$ cat config.mk
export PLATFORM = sky130hd
export DESIGN_NAME = dma_desc_fetcher
export DESIGN_NICKNAME = d
export VERILOG_FILES = /design/src/rtl/dma_desc_fetcher.sv
export SDC_FILE = /design/constraint.sdc
export NUM_CORES = 1
export LEC_CHECK = 0
export ABC_AREA = 1
export CAP_MARGIN = 20
export CORE_AREA = 2 2 154 156
export DETAILED_ROUTE_END_ITERATION = 16
export DIE_AREA = 0 0 156 158
export GPL_ROUTABILITY_DRIVEN = 1
export PLACE_DENSITY = 0.69
export SKIP_CTS_REPAIR_TIMING = 1
export SLEW_MARGIN = 20
export SYNTH_ARGS = -nofsm -noshare
export SYNTH_HDL_FRONTEND = slang
export SYNTH_SLANG_ARGS = --single-unit
$ cat constraint.sdc
create_clock -name clk -period 2.33 [get_ports clk]
set_clock_uncertainty 0.2 [all_clocks]
set_input_delay 0.3495 -clock clk [delete_from_list [all_inputs] [get_ports clk]]
set_output_delay 0.3495 -clock clk [all_outputs]
set_load 0.03 [all_outputs]
$ cat src/rtl/dma_desc_fetcher.sv
// dma_desc_fetcher
//   Walks a linked list of 128-bit descriptors in memory, starting at a
//   software-supplied head pointer. Each descriptor is pushed to the DMA
//   descriptor FIFO as {src, dst, len, last}.
//
// Parameters
//   ADDR_WIDTH  byte-address width of descriptor pointers
//   MAX_CHAIN   maximum descriptors per chain (loop guard)
//   DESC_ALIGN  required byte alignment of head/next pointers (power of two)
//
// Ports
//   clk, rst                  clock, synchronous active-high reset
//   start_i, head_addr_i      one-cycle start pulse and first descriptor address
//   mem_req_o, mem_addr_o     descriptor read request / address (held until gnt)
//   mem_gnt_i                 request accepted
//   mem_rvalid_i, mem_rdata_i read data: [31:0] src, [63:32] dst,
//                             [95:64] len, [127:96] next
//   fifo_write_o, fifo_data_o push strobe / {src, dst, len, last}, last at bit 0
//   fifo_full_i               FIFO full, stalls the push
//   busy_o                    chain in progress
//   done_o                    pulse with the push of the last descriptor
//   error_o, err_addr_o       sticky error and offending descriptor address
//
// Optional feature (macro DMA_DESC_FETCH_ABORT_EN)
//   Adds input abort_i. Abort in any active state returns to IDLE without
//   pushing and flags error_o with err_addr_o = current descriptor address.
//   An already granted read is drained (rvalid awaited and discarded) first.
module dma_desc_fetcher #(
  parameter int unsigned ADDR_WIDTH = 32,
  parameter int unsigned MAX_CHAIN  = 256,
  parameter int unsigned DESC_ALIGN = 16
) (
  input  logic                  clk,
  input  logic                  rst,
  input  logic                  start_i,
  input  logic [ADDR_WIDTH-1:0] head_addr_i,
`ifdef DMA_DESC_FETCH_ABORT_EN
  input  logic                  abort_i,
`endif
  output logic                  mem_req_o,
  output logic [ADDR_WIDTH-1:0] mem_addr_o,
  input  logic                  mem_gnt_i,
  input  logic                  mem_rvalid_i,
  input  logic [127:0]          mem_rdata_i,
  output logic                  fifo_write_o,
  output logic [96:0]           fifo_data_o,
  input  logic                  fifo_full_i,
  output logic                  busy_o,
  output logic                  done_o,
  output logic                  error_o,
  output logic [ADDR_WIDTH-1:0] err_addr_o
);

  localparam int unsigned CW = (MAX_CHAIN > 1) ? $clog2(MAX_CHAIN) : 1;

  typedef enum logic [2:0] {
    S_IDLE, S_REQ, S_WAIT, S_CHECK, S_PUSH, S_ERR
  } state_t;

  state_t                r_state, w_next;
  logic [ADDR_WIDTH-1:0] r_cur_addr;
  logic [ADDR_WIDTH-1:0] r_err_addr;
  logic [CW-1:0]         r_count;
  logic [127:0]          r_desc;
  logic                  r_error;

  logic [31:0]           w_src, w_dst, w_len, w_nxt;
  logic                  w_last;
  logic                  w_head_bad, w_next_bad, w_limit;
  logic                  w_accept, w_capture, w_advance, w_set_err;
  logic [ADDR_WIDTH-1:0] w_err_addr;

`ifdef DMA_DESC_FETCH_ABORT_EN
  logic                  r_abort_pend;
  logic                  w_pend_set;
`endif

  assign w_src  = r_desc[31:0];
  assign w_dst  = r_desc[63:32];
  assign w_len  = r_desc[95:64];
  assign w_nxt  = r_desc[127:96];
  assign w_last = (w_nxt == '0);

  assign w_head_bad = (head_addr_i & ADDR_WIDTH'(DESC_ALIGN - 1)) != '0;
  assign w_next_bad = !w_last && ((w_nxt & 32'(DESC_ALIGN - 1)) != '0);
  // Loop guard: the last permitted descriptor must terminate the chain.
  assign w_limit    = !w_last && (r_count == CW'(MAX_CHAIN - 1));

  always_comb begin
    w_next       = r_state;
    mem_req_o    = 1'b0;
    fifo_write_o = 1'b0;
    done_o       = 1'b0;
    w_accept     = 1'b0;
    w_capture    = 1'b0;
    w_advance    = 1'b0;
    w_set_err    = 1'b0;
    w_err_addr   = r_cur_addr;
`ifdef DMA_DESC_FETCH_ABORT_EN
    w_pend_set   = 1'b0;
`endif
    case (r_state)
      S_IDLE: begin
        if (start_i) begin
          if (w_head_bad) begin
            w_next     = S_ERR;
            w_set_err  = 1'b1;
            w_err_addr = head_addr_i;
          end else begin
            w_next   = S_REQ;
            w_accept = 1'b1;
          end
        end
      end
      S_REQ: begin
        mem_req_o = 1'b1;
        if (mem_gnt_i) w_next = S_WAIT;
      end
      S_WAIT: begin
        if (mem_rvalid_i) begin
          w_capture = 1'b1;
          w_next    = S_CHECK;
        end
      end
      S_CHECK: begin
        if ((w_len == '0) || w_next_bad || w_limit) begin
          w_next    = S_ERR;
          w_set_err = 1'b1;
        end else begin
          w_next = S_PUSH;
        end
      end
      S_PUSH: begin
        if (!fifo_full_i) begin
          fifo_write_o = 1'b1;
          if (w_last) begin
            done_o = 1'b1;
            w_next = S_IDLE;
          end else begin
            w_advance = 1'b1;
            w_next    = S_REQ;
          end
        end
      end
      S_ERR:   w_next = S_IDLE;
      default: w_next = S_IDLE;
    endcase
`ifdef DMA_DESC_FETCH_ABORT_EN
    // Abort overrides the normal flow. A read that is granted (or already
    // outstanding) must still see its rvalid, so the FSM parks in WAIT and
    // drops the returning data.
    if (r_state == S_WAIT && r_abort_pend) begin
      w_capture = 1'b0;
      w_next    = mem_rvalid_i ? S_IDLE : S_WAIT;
    end else if (abort_i && r_state != S_IDLE && r_state != S_ERR) begin
      fifo_write_o = 1'b0;
      done_o       = 1'b0;
      w_advance    = 1'b0;
      w_capture    = 1'b0;
      w_set_err    = 1'b1;
      w_err_addr   = r_cur_addr;
      if ((r_state == S_REQ && mem_gnt_i) || (r_state == S_WAIT && !mem_rvalid_i)) begin
        w_next     = S_WAIT;
        w_pend_set = 1'b1;
      end else begin
        w_next = S_IDLE;
      end
    end
`endif
  end

  always_ff @(posedge clk) begin
    if (rst) begin
      r_state    <= S_IDLE;
      r_cur_addr <= '0;
      r_err_addr <= '0;
      r_count    <= '0;
      r_desc     <= '0;
      r_error    <= 1'b0;
    end else begin
      r_state <= w_next;
      if (w_accept) begin
        r_cur_addr <= head_addr_i;
        r_count    <= '0;
        r_error    <= 1'b0;
        r_err_addr <= '0;
      end
      if (w_capture) r_desc <= mem_rdata_i;
      if (w_advance) begin
        r_cur_addr <= ADDR_WIDTH'(w_nxt);
        r_count    <= r_count + 1'b1;
      end
      if (w_set_err) begin
        r_error    <= 1'b1;
        r_err_addr <= w_err_addr;
      end
    end
  end

`ifdef DMA_DESC_FETCH_ABORT_EN
  always_ff @(posedge clk) begin
    if (rst)                  r_abort_pend <= 1'b0;
    else if (w_pend_set)      r_abort_pend <= 1'b1;
    else if (w_next != S_WAIT) r_abort_pend <= 1'b0;
  end
`endif

  assign mem_addr_o  = mem_req_o ? r_cur_addr : '0;
  assign fifo_data_o = (r_state == S_PUSH) ? {w_src, w_dst, w_len, w_last} : '0;
  assign busy_o      = (r_state != S_IDLE);
  assign error_o     = r_error;
  assign err_addr_o  = r_err_addr;

endmodule

Yosys cells after proc, flatten, opt, wreduce, memory -nomap -nowiden. Index checks and enable logic that the tools add are counted.

Output and inout bits: 166. Bits in registers: 204. Word-level logic and storage cells: 69.

Equality and inequality tests: 9. $add $sub $neg: 1. Muxes and demuxes: 39. Reduce and logical (&&, ||, !) cells: 14.

Operators by type and width (number): 2-to-1 mux 32 bit (8); 2-to-1 mux 97 bit (1); logical NOT 32 bit (2); nonzero test 32 bit (2); 2-to-1 mux 1 bit (21); 2-to-1 mux 8 bit (2); 2-to-1 mux 3 bit (5); case mux 3 bit (5 select lines) (1); adder 8 x 1 -> 8 bit (second input constant) (1); == test 8 bit (second input constant) (1); inequality test 2 bit (second input constant) (4); == test 3 x 2 -> 1 bit (second input constant) (2); AND reduction 4 bit (1); nonzero test 2 bit (2); == test 3 x 1 -> 1 bit (second input constant) (1); == test 3 bit (second input constant) (1); logical NOT 3 bit (1); nonzero test 3 bit (1); logical AND 1 bit (2); logical OR 1 bit (2); case mux 1 bit (2 select lines) (1); logical NOT 1 bit (1).

Longest topological paths before layout. Gate-level depths: netlist of run 1.

Word-level depth: 8. Mapped depth: 12. Mapped depth without buffers: 11.

Worst setup path before layout of run 1. OpenSTA, ideal clock, no wires.

Path type: register -> output. Start: reg r_state[2]. End: out mem_addr_o[10]. Path slack: -276 ps. Required time: 1781 ps. Stages on the path, launching flop included: 6. Arrival time: 2057 ps. Path through: dfxtp_1 -> clkbuf_2 -> nor3_1 -> inv_2 -> clkbuf_1 -> nor2_1.

Cells in the longest elaborated chain, start to end: 3.

Ends and longest elaborated chain: start, declared (line 60) `state_t r_state, w_next;`; start signal, assigned (line 181) `r_state <= w_next;`; == test 3 x 1 -> 1 bit (line 102) `case (r_state)`; 2-to-1 mux 1 bit (line 102); via mem_req_o (line 40) `output logic mem_req_o,`; 2-to-1 mux 32 bit (line 208) `assign mem_addr_o = mem_req_o ? r_cur_addr : '0;`; end, declared (line 41) `output logic [ADDR_WIDTH-1:0] mem_addr_o,`.

The timed path passes the listed nets, and every way through them passes these cells.

Final worst setup path of run 1.
Start: reg r_desc[101]. End: out done_o.

Cells in the longest elaborated chain, start to end: 4.

Ends and longest elaborated chain: start, declared (line 64) `logic [127:0] r_desc;`; start signal, assigned (line 188) `if (w_capture) r_desc <= mem_rdata_i;`; logical NOT 32 bit (line 82) `assign w_last = (w_nxt == '0);`; 2-to-1 mux 1 bit (line 136) `if (w_last) begin`; 2-to-1 mux 1 bit (line 134) `if (!fifo_full_i) begin`; 2-to-1 mux 1 bit (line 102); end, declared (line 49) `output logic done_o,`.

Every way passes these cells.

==> results of run 1 <==
critical path, stage by stage, from the launching register on:
cell and delay [ns]:
dfxtp_2 0.33, nor2_2 0.12, nand2_2 0.10, nor2_1 0.09, nand2_1 0.12, nor2_2 0.15
inv_2 0.07, nor3_2 0.10, buf_4 0.18
power groups by stage:
stage | registers, W | logic, W | clock network, W
2_1_floorplan | 0.00414 | 0.00205 | 0
3_3_place_gp | 0.00408 | 0.00320 | 0
3_5_place_dp | 0.00409 | 0.00322 | 0
4_1_cts | 0.00402 | 0.00323 | 0.00362
5_1_grt | 0.00408 | 0.00378 | 0.00377
6_report | 0.00404 | 0.00346 | 0.00353
state kept, by name, indices dropped and copies added (netlist names):
signal / count
r_state: 3
err_addr_o: 32
error_o: 1
r_cur_addr: 32
r_count: 8
r_desc: 128
cells by family (layout without fill, tap and decap cells):
family / count (synthesis) / after routing / share of synthesized area [%]
AO/OA/AOI/OAI: 352 / 352 / 20.0
buffers and inverters: 279 / 591 / 12.5
flip-flops: 204 / 204 / 45.2
AND/OR/NAND/NOR: 412 / 412 / 19.0
multiplexers: 20 / 20 / 3.24
adder cells (fa/ha/maj): 1 / 1 / 0.138
routing by layer:
layer	vias to the layer above	track usage (%)	wire length, um
met5	-	0	0
met1	4034	25.4	11300
met3	44	6.05	2230
met2	277	35.0	12500
met4	0	5.90	669
li1	4672	-	-
through the flow:
stage               cell area, um2  setup WS, ns
floorplan                     9040        0.0374
global placement             12400         0.142
detailed placement           12400        0.0856
CTS                          13100        -0.267
global route                 13300       -0.0679
finish                       13300       0.00653
cells in the mapped netlist:
library cell / number
clkbuf_1: 53
inv_2: 4
nor2_4: 3
a31o_2: 1
clkbuf_2: 1
and2_1: 2
ha_1: 1
nand3_4: 1
nand2_2: 4
or2_2: 1
inv_1: 185
buf_1: 10
buf_2: 15
nand2_4: 1
o21ai_1: 7
o22ai_1: 11
nor3b_1: 1
nand3_1: 67
nor2_1: 202
nand4_1: 3
mux2_4: 18
a31oi_1: 20
mux2_2: 2
buf_4: 5
nor2_2: 2
a21oi_1: 175
o21ai_0: 138
nand2_1: 121
nor3_1: 4
dfxtp_1: 204
buf_6: 6
final cells by class:
cell class / count / area, um2
Clock inverter: 9 / 80.1
Multi-Input combinational cell: 785 / 3940
Sequential cell: 204 / 4100
Clock buffer: 32 / 659
Inverter: 189 / 713
Fill cell: 2169 / 9770
Tap cell: 290 / 363
Timing Repair Buffer: 361 / 3430
how the worst max path moves through the flow:
stage          cells past startpoint      startpoint              to
2_1_floorplan                      5      r_state[2]  mem_addr_o[10]
3_3_place_gp                      11  head_addr_i[1]  r_cur_addr[11]
3_5_place_dp                      11  head_addr_i[3]  r_cur_addr[22]
4_1_cts                            5      r_state[1]          busy_o
5_1_grt                            5      r_state[1]          done_o
6_report                           8     r_desc[101]          done_o
==> out/metrics.csv, run 1 <==
metric,value,unit
drive_gt1_share,17.4,%
cts.sinks,204,
hold_ws,0.165,ns
cts-root-buf,clkbuf_16,
hold_path_depth,4,
gp_congestion,0.814,
synthCells,1268,
status,"complete, no violations",
postLayoutCoreUtil,57.6,%
ys_ff_latch,204,
final_max_slew_viol_count,0,
swShare,33.8,%
die-area,24600,um2
p_leak,5.05,nW
syn_area,9040,um2
syn_nets,1435,
area_growth,47.0,%
layout_commonest_cell,clkdlybuf4s50_1,
core_region_area,23100,um2
cts_made_buffers,23,
nNetsFinal,1731,
slew_headroom,47.7,%
rr_startpoint,r_state[1],
synth_top_area_share,45.2,%
antenna_found_initial,0,
grt-ovfl-total,0,
grt_max_degree,125,
critPathLaunchType,flop,
clk_pin_slew,0.06,ns
drc_errors,0,
yosys_warnings,0,
hold_violations,0,
hold_path.class,input port to flop,
first_pass_iters,4,
synth_area_leader_cell,dfxtp_1,
layout_common_cells,"clkdlybuf4s50_1, dfxtp_1, inv_1",
fin_crit,2.32,ns
min_from,rst,
max_slew.worst_pin.slew,0.784,ns
ys_top_cells_by_area,"dfxtp_1, a21oi_1, nor2_1",
crit_type,flop to output pin,
power_switching,0.00372,W
clock_power_share,32.0,%
rsz0062_at_grt,yes,
dp_cells,1824,
dieWidth,156,um
fin_tns_setup,0,ns
fmax,430,MHz
drt_wl_total,26700,um
dp_hpwl,19200,um
worstSetupEndpointType,output pin,
rows,56,
io_buffer_count,331,
routedWlPerCell,14.3,um
r2r_slack,0.23,ns
drtAntennaViolNets,0,
fin_crit_sh,99.7,%
cts_tree,built,
p_per_area,830,nW/um2
min_to,r_desc[48],
cp.required,1.78,ns
p_int,0.00730,W
worstPathArrival,1.77,ns
cts_max_path_buffers,3,
dr.first_iter.drc_count,456,
finalPower,0.0110,W
die_h,158,um
grtUsageTotal,20.6,%
via_per_inst,4.83,
ctsHtreeMaxLevel,1,
start_util,39.2,%
layoutNonFillerInstCount,1870,
setup_viol_count_final,0,
grt_pass1_vias,8434,
maxCapViolations,0,
synth_cell_types,31,
combPwrFrac,31.4,%
r2r-end,r_cur_addr[18],
irDropWorstVdd,0.580,mV
power_frac_seq,36.6,%
seq_area_frac_synth,45.2,%
antenna_cells,0,
avgSynthCellArea,7.13,um2
worstSkewPairLatency,0.50,ns
grt_pass1_wl,41600,um
r2r_cells,8,
crit_fanout,3,
vias,9027,
ios,332,
No activity file was read; power rests on OpenSTA's default activity.
==> run 2, diff against run 1 <==
--- a/config.mk
+++ b/config.mk
@@ -13,6 +13,4 @@
 export GPL_ROUTABILITY_DRIVEN = 1
 export PLACE_DENSITY = 0.69
-export SKIP_CTS_REPAIR_TIMING = 1
-export SLEW_MARGIN = 20
 export SYNTH_ARGS = -nofsm -noshare
 export SYNTH_HDL_FRONTEND = slang
--- a/constraint.sdc
+++ b/constraint.sdc
@@ -3,3 +3,3 @@
 set_input_delay 0.3495 -clock clk [delete_from_list [all_inputs] [get_ports clk]]
 set_output_delay 0.3495 -clock clk [all_outputs]
-set_load 0.03 [all_outputs]
+set_load 0.1 [all_outputs]
==> run 2 against run 1 <==
Core utilization rose by 14 points. Combinational power up 95%. Critical path type unchanged. Critical path depth fell by 2. The flow now finishes with violations (setup timing). Register-to-register slack worse by 0.16 ns.
==> out/metrics.csv, run 2 (synthesized netlist as in run 1, its figures left out) <==
metric,value,unit
cts_max_path_buffers,3,
maxCapViolations,0,
cts.sinks,204,
rows,56,
area_growth,83.8,%
hold_path.class,input port to flop,
vias,9574,
drtAntennaViolNets,0,
min_to,r_desc[104],
combPwrFrac,47.1,%
die-area,24600,um2
die_h,158,um
routedWlPerCell,17.0,um
cts_made_buffers,23,
clock_power_share,24.6,%
setup_viol_count_final,63,
first_pass_iters,5,
hold_violations,0,
power_frac_seq,28.3,%
io_buffer_count,331,
fin_crit,2.44,ns
drive_gt1_share,31.2,%
clk_pin_slew,0.06,ns
dieWidth,156,um
drt_wl_total,32600,um
worstSkewPairLatency,0.52,ns
fmax,411,MHz
cts-root-buf,clkbuf_16,
crit_chain,nor2_4 > buf_12 > nand2_8 > buf_4 > nor3_4 > buf_12,
gp_congestion,0.864,
cp.required,1.78,ns
violations,setup timing,
rsz0062_at_grt,yes,
irDropWorstVdd,0.560,mV
grt_pass1_wl,47500,um
crit_fanout,7,
ios,332,
largest_reg_flops,128,
via_per_inst,4.99,
dr.first_iter.drc_count,478,
grt_pass1_vias,8986,
fin_ws,-0.105,ns
cts-hold-fix-buffers,0,
dp_cells,1826,
p_leak,5.87,nW
worstPathArrival,1.89,ns
rr_startpoint,r_desc[121],
fillers,1653,
hold_path_depth,3,
critical-path-slowest-cell,dfxtp_4,
nNetsFinal,1777,
r2r_slack,0.07,ns
max_slew.worst_pin.slew,0.851,ns
start_util,39.2,%
r2r-end,err_addr_o[27],
grt-ovfl-total,0,
min_from,mem_rdata_i[104],
ctsHtreeMaxLevel,1,
layoutNonFillerInstCount,1919,
path_common_cell,buf_12,
final_max_slew_viol_count,0,
finalPower,0.0143,W
swShare,40.9,%
cts_tree,built,
layout_commonest_cell,dfxtp_1,
drc_errors,0,
antenna_found_initial,2,
grt_max_degree,94,
worstSetupEndpointType,output pin,
dp_hpwl,21200,um
power_switching,0.00585,W
post-place-ws,0.101,ns
p_int,0.00844,W
slowest_delay,0.36,ns
p_per_area,860,nW/um2
regMostFlops,r_desc,
core_region_area,23100,um2
r2r_cells,13,
status,finished with violations,
critPathLaunchType,flop,
grtUsageTotal,24.1,%
slew_headroom,43.1,%
crit_type,flop to output pin,
layout_common_cells,"dfxtp_1, inv_1, clkdlybuf4s50_1",
fin_crit_sh,105,%
-- run 2: changes by cell type in the layout (fill, tap and decap cells not counted), moves of 10 or more --
cell / delta
a21oi_2: +12
nand3_1: -10
nor2_4: +120
clkdlybuf4s50_1: -33
a21oi_1: -12
buf_12: +128
nor2_1: -113
buf_4: -79
-- run 2: area by class of cell --
class	instances	area, um2	share of cell area [%]
clock buffer	31	676	4.07
timing repair buffer	401	5580	33.6
clock inverter	11	58.8	0.354
tap	290	363	2.18
multi-input combinational	791	5110	30.7
inverter	189	716	4.31
sequential	204	4110	24.7
antenna	2	5.00	0.0301
-- run 2: timing repair --
item,4_1_cts,5_1_grt
gates cloned,6,16
pin swaps,20,37
endpoints found under the setup margin,118,175
setup buffers,22,10
resized for setup,77,98
-- run 2: critical path: cells and delay by family (launching register included) --
kind	cells	cell delay (ns)
simple gates	3	0.50
flops	1	0.36
buf+inv	3	0.51
-- run 2: how the worst max path moves through the flow --
stage | from | end | slack, ns | cells after the start
floorplan | r_state[0] | mem_addr_o[10] | -0.41 | 5
global placement | head_addr_i[3] | err_addr_o[14] | 0.14 | 9
detailed placement | head_addr_i[3] | r_cur_addr[13] | 0.10 | 10
CTS | r_desc[106] | done_o | -0.12 | 8
global route | r_desc[121] | done_o | -0.17 | 8
finish | r_state[0] | done_o | -0.11 | 6
-- run 2: power by group through the flow --
stage	combinational, W	sequential, W	clock, W
2_1_floorplan	0.00298	0.00446	0
3_3_place_gp	0.00465	0.00409	0
3_5_place_dp	0.00469	0.00410	0
4_1_cts	0.00568	0.00405	0.00356
5_1_grt	0.00709	0.00408	0.00370
6_report	0.00673	0.00404	0.00352
-- run 2: per-stage QoR --
step / util (%) / cell area, um2 / setup TNS, ns / hold slack [ns]
after floorplan: - / 9680 / -21.68 / 0.230
after global placement: 62.8 / 14500 / 0 / 0.240
after detailed placement: 62.8 / 14500 / 0 / 0.245
after CTS: 68.5 / 15800 / -2.90 / 0.236
after global routing: 72.1 / 16600 / -6.75 / 0.264
final: 72.1 / 16600 / -1.88 / 0.254
-- run 2: layer usage --
metal	global-route usage [%]	up-vias	wire length, um
li1	-	4782	-
met4	6.99	0	1150
met3	7.66	72	2830
met1	28.8	4369	12500
met2	41.5	351	16200
met5	0	-	0
==> run 3, diff against run 2 <==
CAP_MARGIN = unset   (was 20)
==> results of run 3 <==
No change in the layout: final DEF, timing and power equal those of run 2.
